## src/rtl/trap_ctrl.sv

```systemverilog
// Machine-mode trap controller: owns mepc/mcause/mtval/mstatus, arbitrates exceptions, mret and interrupts.
// Optional TRAP_VECTORED_EN: interrupt traps use base + 4*code when mtvec mode bits are 2'b01.
module trap_ctrl #(
   parameter int XLEN      = 64,
   parameter int LOCAL_IRQ = 4
) (
   input  logic                 CLK,
   input  logic                 RST,
   input  logic                 exc_valid,
   input  logic [5:0]           exc_cause,
   input  logic [XLEN-1:0]      exc_pc,
   input  logic [XLEN-1:0]      exc_tval,
   input  logic                 mret_valid,
   input  logic                 int_ok,
   input  logic [XLEN-1:0]      int_pc,
   input  logic                 irq_ext,
   input  logic                 irq_tmr,
   input  logic                 irq_sft,
   input  logic [LOCAL_IRQ-1:0] irq_local,
   input  logic [XLEN-1:0]      mie_csr,
   input  logic [XLEN-1:0]      mtvec_csr,
   input  logic                 csr_we,
   input  logic [11:0]          csr_addr,
   input  logic [XLEN-1:0]      csr_wdata,
   output logic [XLEN-1:0]      mepc_out,
   output logic [XLEN-1:0]      mcause_out,
   output logic [XLEN-1:0]      mtval_out,
   output logic [XLEN-1:0]      mstatus_out,
   output logic [XLEN-1:0]      mip_out,
   output logic                 busy,
   output logic                 redirect_valid,
   output logic [XLEN-1:0]      redirect_pc,
   input  logic                 redirect_ready
);

   typedef enum logic [1:0] {
      ST_IDLE = 2'd0,
      ST_TRAP = 2'd1,
      ST_RET  = 2'd2
   } state_t;

   state_t            state_r;
   logic [XLEN-1:0]   mepc_r;
   logic [XLEN-1:0]   mcause_r;
   logic [XLEN-1:0]   mtval_r;
   logic              mie_bit_r;
   logic              mpie_r;
   logic [XLEN-1:0]   mip_r;
   logic              busy_r;
   logic              redirect_valid_r;
   logic [XLEN-1:0]   redirect_pc_r;

   logic [XLEN-1:0]   mip_s;
   logic [XLEN-1:0]   en_s;
   logic              irq_take_s;
   logic [5:0]        irq_code_s;
   logic [XLEN-1:0]   base_s;
   logic [XLEN-1:0]   irq_target_s;

   // Lowest-priority candidates are visited first so higher ones overwrite them.
   function automatic logic [5:0] irq_code(input logic [XLEN-1:0] en);
      logic [5:0] c;
      c = 6'd0;
      for (int i = LOCAL_IRQ - 1; i >= 0; i--) begin
         if (en[16+i]) c = 6'(16 + i);
         else          c = c;
      end
      if (en[7])  c = 6'd7;  else c = c;
      if (en[3])  c = 6'd3;  else c = c;
      if (en[11]) c = 6'd11; else c = c;
      return c;
   endfunction

   // Raw interrupt levels mapped onto their mip bit positions.
   always_comb begin
      mip_s     = {XLEN{1'b0}};
      mip_s[11] = irq_ext;
      mip_s[7]  = irq_tmr;
      mip_s[3]  = irq_sft;
      for (int i = 0; i < LOCAL_IRQ; i++) begin
         mip_s[16+i] = irq_local[i];
      end
   end

   // Interrupt candidate selection and trap target computation.
   always_comb begin
      en_s         = mip_r & mie_csr;
      irq_take_s   = mie_bit_r & (|en_s);
      irq_code_s   = irq_code(en_s);
      base_s       = {mtvec_csr[XLEN-1:2], 2'b00};
`ifdef TRAP_VECTORED_EN
      if (mtvec_csr[1:0] == 2'b01) begin
         irq_target_s = base_s + {{(XLEN-8){1'b0}}, irq_code_s, 2'b00};
      end else begin
         irq_target_s = base_s;
      end
`else
      irq_target_s = base_s;
`endif
   end

`ifndef TRAP_VECTORED_EN
   logic unused_mode_s;
   assign unused_mode_s = ^mtvec_csr[1:0];
`endif

   // Controller state, owned CSRs and the redirect request.
   always_ff @(posedge CLK) begin
      if (RST) begin
         state_r          <= ST_IDLE;
         mepc_r           <= {XLEN{1'b0}};
         mcause_r         <= {XLEN{1'b0}};
         mtval_r          <= {XLEN{1'b0}};
         mie_bit_r        <= 1'b0;
         mpie_r           <= 1'b0;
         mip_r            <= {XLEN{1'b0}};
         busy_r           <= 1'b0;
         redirect_valid_r <= 1'b0;
         redirect_pc_r    <= {XLEN{1'b0}};
      end else begin
         mip_r <= mip_s;
         // Software writes first; a trap/mret update below overrides the same field.
         if (csr_we) begin
            case (csr_addr)
               12'h341: mepc_r   <= {csr_wdata[XLEN-1:2], 2'b00};
               12'h342: mcause_r <= csr_wdata;
               12'h343: mtval_r  <= csr_wdata;
               12'h300: begin
                  mie_bit_r <= csr_wdata[3];
                  mpie_r    <= csr_wdata[7];
               end
               default: ;
            endcase
         end
         case (state_r)
            ST_IDLE: begin
               if (exc_valid) begin
                  mepc_r           <= exc_pc;
                  mcause_r         <= {{(XLEN-6){1'b0}}, exc_cause};
                  mtval_r          <= exc_tval;
                  mpie_r           <= mie_bit_r;
                  mie_bit_r        <= 1'b0;
                  redirect_pc_r    <= base_s;
                  redirect_valid_r <= 1'b1;
                  busy_r           <= 1'b1;
                  state_r          <= ST_TRAP;
               end else if (mret_valid) begin
                  mie_bit_r        <= mpie_r;
                  mpie_r           <= 1'b1;
                  redirect_pc_r    <= mepc_r;
                  redirect_valid_r <= 1'b1;
                  busy_r           <= 1'b1;
                  state_r          <= ST_RET;
               end else if (int_ok && irq_take_s) begin
                  mepc_r           <= int_pc;
                  mcause_r         <= {1'b1, {(XLEN-7){1'b0}}, irq_code_s};
                  mtval_r          <= {XLEN{1'b0}};
                  mpie_r           <= mie_bit_r;
                  mie_bit_r        <= 1'b0;
                  redirect_pc_r    <= irq_target_s;
                  redirect_valid_r <= 1'b1;
                  busy_r           <= 1'b1;
                  state_r          <= ST_TRAP;
               end else begin
                  state_r <= ST_IDLE;
               end
            end
            ST_TRAP, ST_RET: begin
               if (redirect_ready) begin
                  redirect_valid_r <= 1'b0;
                  busy_r           <= 1'b0;
                  state_r          <= ST_IDLE;
               end else begin
                  state_r <= state_r;
               end
            end
            default: begin
               redirect_valid_r <= 1'b0;
               busy_r           <= 1'b0;
               state_r          <= ST_IDLE;
            end
         endcase
      end
   end

   // mstatus view: MPP hardwired to machine mode, only MIE/MPIE live.
   always_comb begin
      mstatus_out     = {XLEN{1'b0}};
      mstatus_out[12] = 1'b1;
      mstatus_out[11] = 1'b1;
      mstatus_out[7]  = mpie_r;
      mstatus_out[3]  = mie_bit_r;
   end

   assign mepc_out       = mepc_r;
   assign mcause_out     = mcause_r;
   assign mtval_out      = mtval_r;
   assign mip_out        = mip_r;
   assign busy           = busy_r;
   assign redirect_valid = redirect_valid_r;
   assign redirect_pc    = redirect_pc_r;

endmodule

```

## config.mk

```make
export PLATFORM = sky130hd
export DESIGN_NAME = trap_ctrl
export DESIGN_NICKNAME = d
export VERILOG_FILES = /design/src/rtl/trap_ctrl.sv
export SDC_FILE = /design/constraint.sdc
export NUM_CORES = 1
export LEC_CHECK = 0
export ABC_CLOCK_PERIOD_IN_PS = 2250
export CAP_MARGIN = 15
export CORE_AREA = 2 2 308 310
export DETAILED_ROUTE_END_ITERATION = 10
export DIE_AREA = 0 0 310 312
export PLACE_DENSITY = 0.33
export SKIP_LAST_GASP = 1
export SLEW_MARGIN = 10
export SYNTH_ARGS = -nofsm -noshare
export SYNTH_HDL_FRONTEND = slang
export SYNTH_SLANG_ARGS = --single-unit
```

## constraint.sdc

```tcl
create_clock -name CLK -period 2.25 [get_ports CLK]
set_input_delay 0.225 -clock CLK [delete_from_list [all_inputs] [get_ports CLK]]
set_output_delay 0.225 -clock CLK [all_outputs]
set_load 0.05 [all_outputs]
```

==> Flow_metrics.wiki <==
{| class="wikitable"
! Metric !! Value
|-
| Outcome || finished, final reports clean
|-
| Layout fillers || 10,300
|-
| Overall die width || 310 um
|-
| Fraction of layout cells with a size suffix above 1 || 11.7%
|-
| Flops & latches, synth || 268
|-
| Critical path depth || 1
|-
| Number of I/O port buffers || 623
|-
| Fin. Hold Viols || 0
|-
| Worst hold path class || input pin to flip-flop
|-
| Post-layout total power || 15,800 uW
|-
| Fin worst setup slack || 0.0488 ns
|-
| Largest net degree at the start of global routing || 76
|-
| Cells traversed along the worst timing path || clkdlybuf4s50_1
|-
| Slowest stage cell on the critical path || sky130_fd_sc_hd__clkdlybuf4s50_1
|-
| All-layer global routing usage || 14.0%
|-
| Maximum clock skew at final layout || 0.0226 ns
|-
| Class of the most critical setup path || flip-flop to output pin
|-
| Area of the mapped netlist || 12,900 um^2
|-
| Final Setup Violations || 0
|-
| Remaining design rule violation count || 0
|-
| Post-CTS Repair Setup Buffers || 0
|-
| Post-synth EDFFs || 0
|-
| Category of the worst setup path launch point || flip-flop
|-
| Max_cap viols || 0
|-
| Pre-CTS WS || -0.138 ns
|-
| Number of iterations in the first detailed-routing pass || 5
|-
| Cells after Synth || 1,469
|-
| Cell Count Post-Placement || 3,323
|-
| Worst path top cell family by delay || buffers and inverters
|-
| Sink count of the clock tree || 268
|-
| Setup repair after global routing missed its margin || no
|-
| Non-filler instance count after layout || 3,387
|-
| Count of cells along the worst register-to-register path || 9
|-
| First-pass GRT wire length || 99,400 um
|-
| Starting density of the core || 13.8%
|-
| Vias per std cell || 3.85
|-
| Initial antenna violation count || 9
|-
| Vertical die dimension || 312 um
|-
| Multi-input combinational cell area || 6250 um^2
|-
| Post-detailed-placement half-perimeter wirelength || 55,900 um
|-
| Mean cell area of the mapped netlist || 8.77 um^2
|-
| Yosys warning count || 0
|-
| Number of nets in the final layout || 2,527
|-
| P per Cell Area || 719 nW/um^2
|-
| Primary FF master, synth || sky130_fd_sc_hd__dfxtp_1
|-
| Synthesis-to-finish area growth || 70.2%
|-
| Top-level port count || 802
|-
| TritonCTS buffer count || 38
|-
| Biggest cell delay along the critical path || 0.94 ns
|-
| Gr ovfl total || 0
|-
| Total buffers and inverters traversed by the critical path || 1
|-
| WP data arrival || 1.98 ns
|-
| Distinct cell type count after synthesis || 53
|-
| Count of nets left with antenna violations after detail routing || 0
|-
| Average detailed-routed wire length per instance || 21.0 um
|-
| Core region area || 93,000 um^2
|-
| Placer Congestion || 0.783
|-
| Maximum clock path buffer count || 3
|-
| Final number of max-transition violations || 0
|-
| Setup_tns || 0 ns
|-
| Worst Tran Pin Value || 0.622 ns
|-
| FMAX || 454 MHz
|-
| Leak || 0.00829 uW
|-
| CTS clk-pin slew, worst paths || 0.06 ns
|-
| Count of vias placed by the detailed router || 13,000
|-
| Critical path fanouts, max || 3
|-
| Data required time of the critical path || 2.03 ns
|-
| Clock network latency to the later pin of the worst-skew pair || 0.55 ns
|-
| Cell at the root of the clock tree || sky130_fd_sc_hd__clkbuf_16
|-
| Shortest clock period the worst path allows after layout || 2.20 ns
|-
| Sequential cell area || 5370 um^2
|-
| Post-route clock period utilization || 97.8%
|-
| Fraction of synthesis flops using an asynchronous set or reset pin || 0%
|-
| Total wire length || 71,300 um
|-
| Critical Path End Type || output pin
|-
| Hold Path Stages || 3
|-
| Max-Slew Margin vs Limit || 58.4%
|-
| Initial DRC count || 573
|-
| Core Rows || 112
|-
| Floorplan die area || 96,700 um^2
|-
| Vias in the first global route || 13,700
|-
| H-tree depth reported by CTS || 2
|-
| Final Util || 23.6%
|-
| Worst-case vdd ir drop || 339 uV
|-
| Register area share after synthesis || 41.6%
|-
| CTS tree || yes
|}
-- final timing paths --
| kind | from | to | slack [ns] |
|---|---|---|---|
| max | mepc_out[8] | mepc_out[8] | 0.05 |
| min | exc_tval[20] | mtval_out[20] | 0.24 |
| max reg2reg | state_r[1] | mcause_out[52] | 0.18 |
| min reg2reg | mcause_out[60] | mcause_out[60] | 0.45 |
-- area by class of cell --
class                           instances  area share, %
Clock inverter                          6          0.394
Clock buffer                           53           4.92
Multi-Input combinational cell       1015           28.5
Inverter                               66           1.13
Sequential cell                       268           24.5
Timing Repair Buffer                  721           33.4
Tap cell                             1254           7.15
Antenna cell                            4         0.0456
-- per-stage QoR --
step,area [um^2],hold WS (ns)
after floorplan,13300,0.334
after global placement,20800,0.441
final,21900,0.236
after detailed placement,20800,0.443
after CTS,21900,0.186
after global routing,21900,0.223
-- synth_stat cells, types with 5 or more instances --
cell,count,area [um^2]
sky130_fd_sc_hd__buf_6,11,124
sky130_fd_sc_hd__clkbuf_1,55,206
sky130_fd_sc_hd__nand3_1,8,40.0
sky130_fd_sc_hd__a22oi_1,5,37.5
sky130_fd_sc_hd__inv_1,66,248
sky130_fd_sc_hd__buf_2,38,190
sky130_fd_sc_hd__a311oi_1,64,561
sky130_fd_sc_hd__mux2i_1,135,1350
sky130_fd_sc_hd__nand2_1,371,1390
sky130_fd_sc_hd__nor2b_1,8,50.1
sky130_fd_sc_hd__buf_4,130,976
sky130_fd_sc_hd__o221ai_2,30,450
sky130_fd_sc_hd__a21oi_1,9,45.0
sky130_fd_sc_hd__o21ai_0,66,330
sky130_fd_sc_hd__a21oi_2,50,438
sky130_fd_sc_hd__nor3_1,65,325
sky130_fd_sc_hd__nor2_1,7,26.3
sky130_fd_sc_hd__o221ai_1,32,280
sky130_fd_sc_hd__dfxtp_1,268,5370
-- placed cells by master, fill, tap and decap left out, types with 30 or more instances in the layout --
cell and instances:
sky130_fd_sc_hd__nand2_1 371, sky130_fd_sc_hd__o221ai_2 30, sky130_fd_sc_hd__a21oi_2 50, sky130_fd_sc_hd__dfxtp_1 268
sky130_fd_sc_hd__o21ai_0 66, sky130_fd_sc_hd__clkdlybuf4s50_1 618, sky130_fd_sc_hd__conb_1 119, sky130_fd_sc_hd__nor3_1 65
sky130_fd_sc_hd__mux2i_1 135, sky130_fd_sc_hd__o221ai_1 32, sky130_fd_sc_hd__a311oi_1 64, sky130_fd_sc_hd__inv_1 66
sky130_fd_sc_hd__buf_4 72, sky130_fd_sc_hd__clkbuf_16 39
-- tightest hold or removal path: cells and delay by family --
kind / cells / cell delay (ns)
AO/OA/AOI/OAI: 1 / 0.06
AND/OR/NAND/NOR: 1 / 0.05
buffers and inverters: 1 / 0.40
-- state kept, by name, summed over array words and instances, names as in the netlist --
name and cells:
mcause_out 64, mepc_out 64, mie_bit_r 1, mip_out 7
mpie_r 1, mtval_out 64, redirect_pc 64, redirect_valid 1
state_r 2
-- power by group --
part / internal, uW / switching (uW) / leakage [uW] / total (uW)
Combinational: 1630 / 2890 / 0.00552 / 4520
Clock: 3530 / 2360 / 0.000568 / 5890
Sequential: 5110 / 268 / 0.00220 / 5370
Total: 10300 / 5520 / 0.00829 / 15800
-- repair_timing --
action | 4_1_cts | 5_1_grt
endpoints found under the setup margin | 1 | 0
hold buffers | 1 | 0
endpoints found under the hold margin | 1 | 0
gates resized for setup | 1 | 0
-- layer usage --
| layer | vias up | GRT usage (%) | part of all wire [%] |
|---|---|---|---|
| li1 | 6139 | - | - |
| met1 | 6198 | 15.8 | 39 |
| met2 | 585 | 24.3 | 48 |
| met3 | 101 | 5.25 | 9.9 |
| met4 | 12 | 4.47 | 3.1 |
| met5 | - | 0 | 0.12 |
-- cell families (layout without fill, tap and decap cells) --
kind of cell | after synthesis | in the layout | share of synthesized area, %
other | 2 | 123 | 0.0583
DFF | 268 | 268 | 41.6
AOI/OAI and AO/OA | 280 | 280 | 18.5
adders and majority gates | 1 | 1 | 0.0971
muxes | 136 | 136 | 10.6
buffers and inverters | 303 | 846 | 13.7
and+or+nand+nor | 479 | 479 | 15.5
Power figures use the tool's default switching activity.
